===== src/rtl/sw_debounce_pkg.sv =====
// Shared board constants and types for the switch conditioning stage.
// The default sample period is derived from the board clock and debounce interval.
package sw_debounce_pkg;

  localparam int unsigned CLK_HZ           = 100_000_000;
  localparam int unsigned SW_WIDTH         = 16;
  localparam int unsigned DEBOUNCE_MS      = 1;
  localparam int unsigned TICK_DIV_DEFAULT = CLK_HZ / 1000 * DEBOUNCE_MS;
  localparam int unsigned STABLE_N_DEFAULT = 4;

  // Per-bit verdict taken every cycle from the sample history.
  typedef enum logic [1:0] {
    DecHold,
    DecRise,
    DecFall
  } dec_e;

  function automatic int unsigned cnt_width(input int unsigned div);
    return (div > 1) ? $clog2(div) : 1;
  endfunction

endpackage


===== src/rtl/sw_debounce_bit.sv =====
// One switch channel: two-flop synchroniser, tick-sampled history, and
// level/rise/fall decision. chg_next exposes the pending edge so the top can register change_o.
module sw_debounce_bit
  import sw_debounce_pkg::*;
#(
  parameter int unsigned STABLE_N = STABLE_N_DEFAULT
) (
  input  logic clk,
  input  logic rst,
  input  logic tick,
  input  logic sw_raw,
  output logic level,
  output logic rise,
  output logic fall,
  output logic chg_next
);

  logic                sync1_q, sync2_q;
  logic [STABLE_N-1:0] hist_q, hist_d;
  logic                level_q, level_d;
  logic                rise_q, rise_d;
  logic                fall_q, fall_d;
  dec_e                dec;

  always_comb begin
    hist_d = hist_q;
    if (tick) begin
      hist_d = {hist_q[STABLE_N-2:0], sync2_q};
    end
  end

  // A new level is accepted only when every retained sample agrees with it.
  always_comb begin
    dec = DecHold;
    if ((&hist_q) && !level_q) begin
      dec = DecRise;
    end else if (!(|hist_q) && level_q) begin
      dec = DecFall;
    end
  end

  always_comb begin
    level_d = level_q;
    rise_d  = 1'b0;
    fall_d  = 1'b0;
    unique case (dec)
      DecRise: begin
        level_d = 1'b1;
        rise_d  = 1'b1;
      end
      DecFall: begin
        level_d = 1'b0;
        fall_d  = 1'b1;
      end
      default: ;
    endcase
  end

  always_ff @(posedge clk) begin
    if (rst) begin
      sync1_q <= 1'b0;
      sync2_q <= 1'b0;
      hist_q  <= '0;
      level_q <= 1'b0;
      rise_q  <= 1'b0;
      fall_q  <= 1'b0;
    end else begin
      sync1_q <= sw_raw;
      sync2_q <= sync1_q;
      hist_q  <= hist_d;
      level_q <= level_d;
      rise_q  <= rise_d;
      fall_q  <= fall_d;
    end
  end

  assign level    = level_q;
  assign rise     = rise_q;
  assign fall     = fall_q;
  assign chg_next = rise_d | fall_d;

endmodule


===== src/rtl/sw_debounce.sv =====
// Switch conditioning top: shared sample-tick prescaler, WIDTH debounce channels,
// and a registered any-bit-changed strobe aligned with sw_o.
module sw_debounce
  import sw_debounce_pkg::*;
#(
  parameter int unsigned WIDTH    = SW_WIDTH,
  parameter int unsigned TICK_DIV = TICK_DIV_DEFAULT,
  parameter int unsigned STABLE_N = STABLE_N_DEFAULT
) (
  input  logic             clk_i,
  input  logic             rst_i,
  input  logic [WIDTH-1:0] sw_i,
  output logic [WIDTH-1:0] sw_o,
  output logic [WIDTH-1:0] rise_o,
  output logic [WIDTH-1:0] fall_o,
  output logic             change_o,
  output logic             tick_o
);

  localparam int unsigned     CntW   = cnt_width(TICK_DIV);
  localparam logic [CntW-1:0] CntMax = CntW'(TICK_DIV - 1);

  logic [CntW-1:0]  cnt_q, cnt_d;
  logic             tick_q, tick_d;
  logic             change_q, change_d;
  logic [WIDTH-1:0] chg_next;

  always_comb begin
    tick_d   = (cnt_q == CntMax);
    cnt_d    = tick_d ? '0 : cnt_q + CntW'(1);
    change_d = |chg_next;
  end

  always_ff @(posedge clk_i) begin
    if (rst_i) begin
      cnt_q    <= '0;
      tick_q   <= 1'b0;
      change_q <= 1'b0;
    end else begin
      cnt_q    <= cnt_d;
      tick_q   <= tick_d;
      change_q <= change_d;
    end
  end

  for (genvar i = 0; i < WIDTH; i++) begin : g_bit
    sw_debounce_bit #(
      .STABLE_N(STABLE_N)
    ) u_bit (
      .clk     (clk_i),
      .rst     (rst_i),
      .tick    (tick_q),
      .sw_raw  (sw_i[i]),
      .level   (sw_o[i]),
      .rise    (rise_o[i]),
      .fall    (fall_o[i]),
      .chg_next(chg_next[i])
    );
  end

  assign tick_o   = tick_q;
  assign change_o = change_q;

endmodule


===== config.mk =====
export PLATFORM = sky130hd
export DESIGN_NAME = sw_debounce
export DESIGN_NICKNAME = d
export VERILOG_FILES = /design/src/rtl/sw_debounce_pkg.sv /design/src/rtl/sw_debounce_bit.sv /design/src/rtl/sw_debounce.sv
export SDC_FILE = /design/constraint.sdc
export NUM_CORES = 1
export LEC_CHECK = 0
export ABC_AREA = 0
export BUFFER_PORTS_ARGS = -buffer_cell sky130_fd_sc_hd__buf_2
export CAP_MARGIN = 30
export CORE_MARGIN = 10
export CORE_UTILIZATION = 50
export CTS_CLUSTER_DIAMETER = 100
export DETAILED_ROUTE_END_ITERATION = 12
export PLACE_DENSITY = 0.68
export REMOVE_ABC_BUFFERS = 1
export SYNTH_ARGS = -nofsm -noshare
export SYNTH_HDL_FRONTEND = slang
export SYNTH_SLANG_ARGS = --single-unit

===== constraint.sdc =====
create_clock -name clk_i -period 1.9 [get_ports clk_i]
set_clock_uncertainty 0.05 [all_clocks]
set_input_delay 0.095 -clock clk_i [delete_from_list [all_inputs] [get_ports clk_i]]
set_output_delay 0.095 -clock clk_i [all_outputs]
set_load 0.005 [all_outputs]

==> flow_summary.html <==
<table>
<tr><th>Metric</th><th>Value</th></tr>
<tr><th colspan="2">Power</th></tr>
<tr><td>Worst voltage drop across the vdd grid</td><td>0.000601 V</td></tr>
<tr><td>Reported net switching power</td><td>0.00132 W</td></tr>
<tr><td>Reported leakage power</td><td>2.77 nW</td></tr>
<tr><td>Internal power contribution</td><td>0.00547 W</td></tr>
<tr><td>Power per Cell Area</td><td>968 nW/um^2</td></tr>
<tr><td>Switching fraction of total power</td><td>0.194</td></tr>
<tr><td>Portion of total power attributed to the clock network</td><td>0.467</td></tr>
<tr><td>Seq pwr share</td><td>0.511</td></tr>
<tr><td>Combinational share of power</td><td>0.022</td></tr>
<tr><th colspan="2">Synthesis</th></tr>
<tr><td>Avg Synthesized Cell Area</td><td>9.79 sq um</td></tr>
<tr><td>Cell types with the largest area share after synthesis</td><td>sky130_fd_sc_hd__dfxtp_1 (53%), sky130_fd_sc_hd__mux2i_1 (10%), sky130_fd_sc_hd__nor2_1 (6.8%), sky130_fd_sc_hd__buf_4 (5.9%), sky130_fd_sc_hd__nor2b_1 (3.6%)</td></tr>
<tr><td>Sequential area share after synthesis</td><td>0.534</td></tr>
<tr><td>Commonest register cell after synthesis</td><td>sky130_fd_sc_hd__dfxtp_1</td></tr>
<tr><td>Most common library cells after synthesis</td><td>sky130_fd_sc_hd__dfxtp_1 (163), sky130_fd_sc_hd__nor2_1 (111), sky130_fd_sc_hd__mux2i_1 (64)</td></tr>
<tr><td>Count of cell types in the netlist</td><td>31</td></tr>
<tr><td>Cell type with the largest total area after synthesis</td><td>sky130_fd_sc_hd__dfxtp_1</td></tr>
<tr><td>Post-synth EDFFs</td><td>0</td></tr>
<tr><td>Number of synthesized register bits</td><td>163</td></tr>
<tr><td>Cell count after synthesis</td><td>624</td></tr>
<tr><td>Cell area after technology mapping</td><td>6110 sq um</td></tr>
<tr><td>Area fraction of the dominant cell type after synthesis</td><td>0.534</td></tr>
<tr><td>Warning count from the yosys run</td><td>0</td></tr>
<tr><td>Share of synthesized flip-flops with an asynchronous set or reset</td><td>0</td></tr>
<tr><td>Cell with the most instances after synthesis</td><td>sky130_fd_sc_hd__dfxtp_1</td></tr>
<tr><th colspan="2">Clocking</th></tr>
<tr><td>CTS max path bufs</td><td>2</td></tr>
<tr><td>Postcts setup bufs</td><td>0</td></tr>
<tr><td>Number of H-tree levels</td><td>4</td></tr>
<tr><td>Count of clock tree sinks</td><td>163</td></tr>
<tr><td>Gates resized, CTS repair</td><td>0</td></tr>
<tr><td>Buffer cell driving the clock tree root</td><td>sky130_fd_sc_hd__clkbuf_16</td></tr>
<tr><td>Clock Latency Late Sink</td><td>0.41 ns</td></tr>
<tr><td>Number of hold-repair buffers added at the cts stage</td><td>23</td></tr>
<tr><td>Clock tree from TritonCTS</td><td>yes</td></tr>
<tr><td>Cts bufs inserted</td><td>17</td></tr>
<tr><td>Clock-pin slew of the registers on the worst-case setup and hold paths</td><td>0.06 ns</td></tr>
<tr><th colspan="2">Routing</th></tr>
<tr><td>Final ANT Viol Nets</td><td>0</td></tr>
<tr><td>Overall routed net length</td><td>10700 um</td></tr>
<tr><td>Number of DRC violations after detailed routing</td><td>0</td></tr>
<tr><td>Detailed Route Iter0 Violations</td><td>243</td></tr>
<tr><td>Routed wirelength normalized by instance count</td><td>12.9 um</td></tr>
<tr><td>Count of TritonRoute iterations in the first routing pass</td><td>4</td></tr>
<tr><td>Number of vias per cell after detailed routing</td><td>4.99</td></tr>
<tr><td>Routed vias</td><td>4123</td></tr>
<tr><th colspan="2">Worst setup path</th></tr>
<tr><td>Startpoint types</td><td>register</td></tr>
<tr><td>Largest fanout on the critical path</td><td>15</td></tr>
<tr><td>CP endpoint kind</td><td>register</td></tr>
<tr><td>Startpoint of the worst register-to-register path</td><td>cnt_q[0]$_SDFF_PP0_</td></tr>
<tr><td>Cell count of the worst reg-to-reg path</td><td>6</td></tr>
<tr><td>Critical Path Sink</td><td>cnt_q[6]$_SDFF_PP0_</td></tr>
<tr><td>Required time of the critical path</td><td>2.15 ns</td></tr>
<tr><td>Critical path start-end classification</td><td>reg2reg</td></tr>
<tr><td>Data arrival time of the worst path</td><td>1.83 ns</td></tr>
<tr><td>Terminus of the critical flop-to-flop path</td><td>cnt_q[6]$_SDFF_PP0_</td></tr>
<tr><td>Startpoint of the most critical setup path</td><td>cnt_q[0]$_SDFF_PP0_</td></tr>
<tr><td>Setup slack, reg-to-reg</td><td>0.32 ns</td></tr>
<tr><th colspan="2">STA</th></tr>
<tr><td>Hold Violations, Final</td><td>0</td></tr>
<tr><td>Number of setup violations in the final report</td><td>0</td></tr>
<tr><td>Count of final max-slew check failures</td><td>0</td></tr>
<tr><td>Total Neg Setup Slack</td><td>0 ns</td></tr>
<tr><td>Max-slew headroom</td><td>0.696</td></tr>
<tr><td>Post-layout min period</td><td>1.58 ns</td></tr>
<tr><td>Setup repair after global routing missed its margin</td><td>no</td></tr>
<tr><td>Crit share post-route</td><td>0.833</td></tr>
<tr><td>Timing-limited maximum frequency</td><td>0.632 GHz</td></tr>
<tr><td>Transition time of the tightest slew-check pin</td><td>0.456 ns</td></tr>
<tr><td>Hold_ws</td><td>0.375 ns</td></tr>
<tr><th colspan="2">Layout</th></tr>
<tr><td>Number of antenna diodes</td><td>0</td></tr>
<tr><td>Util after Layout</td><td>0.586</td></tr>
<tr><td>Count of nets after finishing</td><td>685</td></tr>
<tr><td>Share of layout cells above drive strength 1</td><td>0.149</td></tr>
<tr><td>Area growth from synthesis to final layout</td><td>14.8%</td></tr>
<tr><th colspan="2">Global routing</th></tr>
<tr><td>Via count of the first global-routing pass</td><td>3945</td></tr>
<tr><td>Number of antenna violations at the first check in global routing</td><td>0</td></tr>
<tr><td>Global-route wire length before repair</td><td>18300 um</td></tr>
<tr><td>Largest net degree at the start of global routing</td><td>61</td></tr>
<tr><td>Total global-route track usage</td><td>0.134</td></tr>
<tr><td>Overflow left after global routing</td><td>0</td></tr>
<tr><th colspan="2">Place</th></tr>
<tr><td>Count of buffers inserted at the top-level ports</td><td>67</td></tr>
<tr><td>Final estimated routing congestion in global placement</td><td>0.808</td></tr>
<tr><td>Detailed placement HPWL</td><td>7190 um</td></tr>
<tr><th colspan="2">Hold path</th></tr>
<tr><td>Hold/Removal Path Class</td><td>in2reg</td></tr>
<tr><td>Worst Hold Depth</td><td>3</td></tr>
<tr><th colspan="2">Status</th></tr>
<tr><td>Status</td><td>finished, final reports clean</td></tr>
<tr><th colspan="2">Die</th></tr>
<tr><td>Area enclosed by the die boundary</td><td>17000 sq um</td></tr>
<tr><td>Site row count</td><td>40</td></tr>
<tr><td>Height of the die</td><td>131 um</td></tr>
<tr><td>Horizontal die dimension</td><td>131 um</td></tr>
<tr><td>Core Region</td><td>12000 sq um</td></tr>
<tr><td>Top-level port count</td><td>68</td></tr>
<tr><td>Initial Util</td><td>0.511</td></tr>
<tr><th colspan="2">Run</th></tr>
<tr><td>Number of max-cap violations</td><td>0</td></tr>
</table>
## layout by cell type (no fill, tap or decap), types with 4 or more instances in the layout
cell / synthesis / layout
sky130_fd_sc_hd__nand3b_1: 26 / 26
sky130_fd_sc_hd__dfxtp_1: 163 / 162
sky130_fd_sc_hd__nor3_1: 28 / 28
sky130_fd_sc_hd__clkbuf_1: 14 / 7
sky130_fd_sc_hd__dlygate4sd3_1: 0 / 23
sky130_fd_sc_hd__xor2_1: 7 / 7
sky130_fd_sc_hd__o21ai_0: 17 / 17
sky130_fd_sc_hd__xnor2_1: 8 / 8
sky130_fd_sc_hd__a21oi_1: 16 / 16
sky130_fd_sc_hd__and3_1: 20 / 20
sky130_fd_sc_hd__mux2i_1: 64 / 64
sky130_fd_sc_hd__nand3_1: 10 / 10
sky130_fd_sc_hd__nand2b_1: 15 / 15
sky130_fd_sc_hd__buf_2: 6 / 66
sky130_fd_sc_hd__nand2_1: 11 / 11
sky130_fd_sc_hd__clkbuf_16: 0 / 17
sky130_fd_sc_hd__nor2_1: 111 / 111
sky130_fd_sc_hd__buf_4: 48 / 5
sky130_fd_sc_hd__nor2b_1: 35 / 35
sky130_fd_sc_hd__clkbuf_8: 0 / 4
sky130_fd_sc_hd__nand4_1: 7 / 7
## routing by layer
metal | track usage | wire length, um | vias to the layer above | part of all wire
met4 | 0.0510 | 63 | 0 | 0.0059
li1 | - | - | 2132 | -
met5 | 0 | 0 | - | 0
met1 | 0.156 | 4810 | 1919 | 0.45
met3 | 0.0524 | 545 | 8 | 0.051
met2 | 0.219 | 5270 | 64 | 0.49
## sequential cells by signal (all words and copies together), names as in the netlist
signal,count
tick_o,1
g_bit.u_bit.hist_q,64
g_bit.u_bit.fall,16
change_o,1
g_bit.u_bit.sync1_q,16
g_bit.u_bit.level,16
g_bit.u_bit.sync2_q,16
cnt_q,17
g_bit.u_bit.rise,16
## power groups by stage
stage	Clock, W	Combinational [W]	Sequential (W)
final	0.00317	0.000146	0.00347
after global routing	0.00342	0.000164	0.00347
after CTS	0.00325	0.000149	0.00347
after detailed placement	0	0.000113	0.00354
after global placement	0	0.000110	0.00354
after floorplan	0	0.0000350	0.00354
## worst max-delay path, cell delays in order, from the launching register on
cell and delay, ns:
sky130_fd_sc_hd__dfxtp_1 0.38, sky130_fd_sc_hd__ha_1 0.29, sky130_fd_sc_hd__and3_4 0.23, sky130_fd_sc_hd__and4_1 0.17
sky130_fd_sc_hd__or2_1 0.09, sky130_fd_sc_hd__buf_4 0.19, sky130_fd_sc_hd__nor2_1 0.06
## cell type report
cell class,count,area (sq um)
fillers,1034,4950
flip-flops and latches,163,3270
multi-input cells,387,2360
repair buffers,96,638
clock buffers,28,507
well taps,147,184
clock inverters,4,47.5
inverters,1,3.75
## worst min-delay path by stage
stage	from	to	slack, ns
after floorplan	rst_i	g_bit[0].u_bit.level$_SDFFE_PP0P_	0.11
after global placement	sw_i[11]	g_bit[11].u_bit.sync1_q$_SDFF_PP0_	0.25
after detailed placement	sw_i[4]	g_bit[4].u_bit.sync1_q$_SDFF_PP0_	0.26
after CTS	sw_i[4]	g_bit[4].u_bit.sync1_q$_SDFF_PP0_	0.35
after global routing	sw_i[7]	g_bit[7].u_bit.sync1_q$_SDFF_PP0_	0.37
final	sw_i[8]	g_bit[8].u_bit.sync1_q$_SDFF_PP0_	0.37
## cells by family after synthesis
group	count (synthesis)	share of synthesized area
mux	64	0.105
compound gates	39	0.0344
xor+xnor	15	0.0215
simple gates	268	0.224
buf+inv	74	0.0787
fa+ha+maj	1	0.00205
flops	163	0.534
## metrics by stage
step | instance area [sq um] | cells | setup WS [ns] | power [W]
4_1_cts | 7010 | 826 | 0.296 | 0.00687
2_1_floorplan | 5630 | 551 | -0.945 | 0.00357
5_1_grt | 7010 | 826 | 0.216 | 0.00705
3_5_place_dp | 6230 | 771 | 0.309 | 0.00366
6_report | 7010 | 826 | 0.317 | 0.00678
3_3_place_gp | 6230 | 771 | 0.380 | 0.00365
Power figures use the tool's default switching activity.
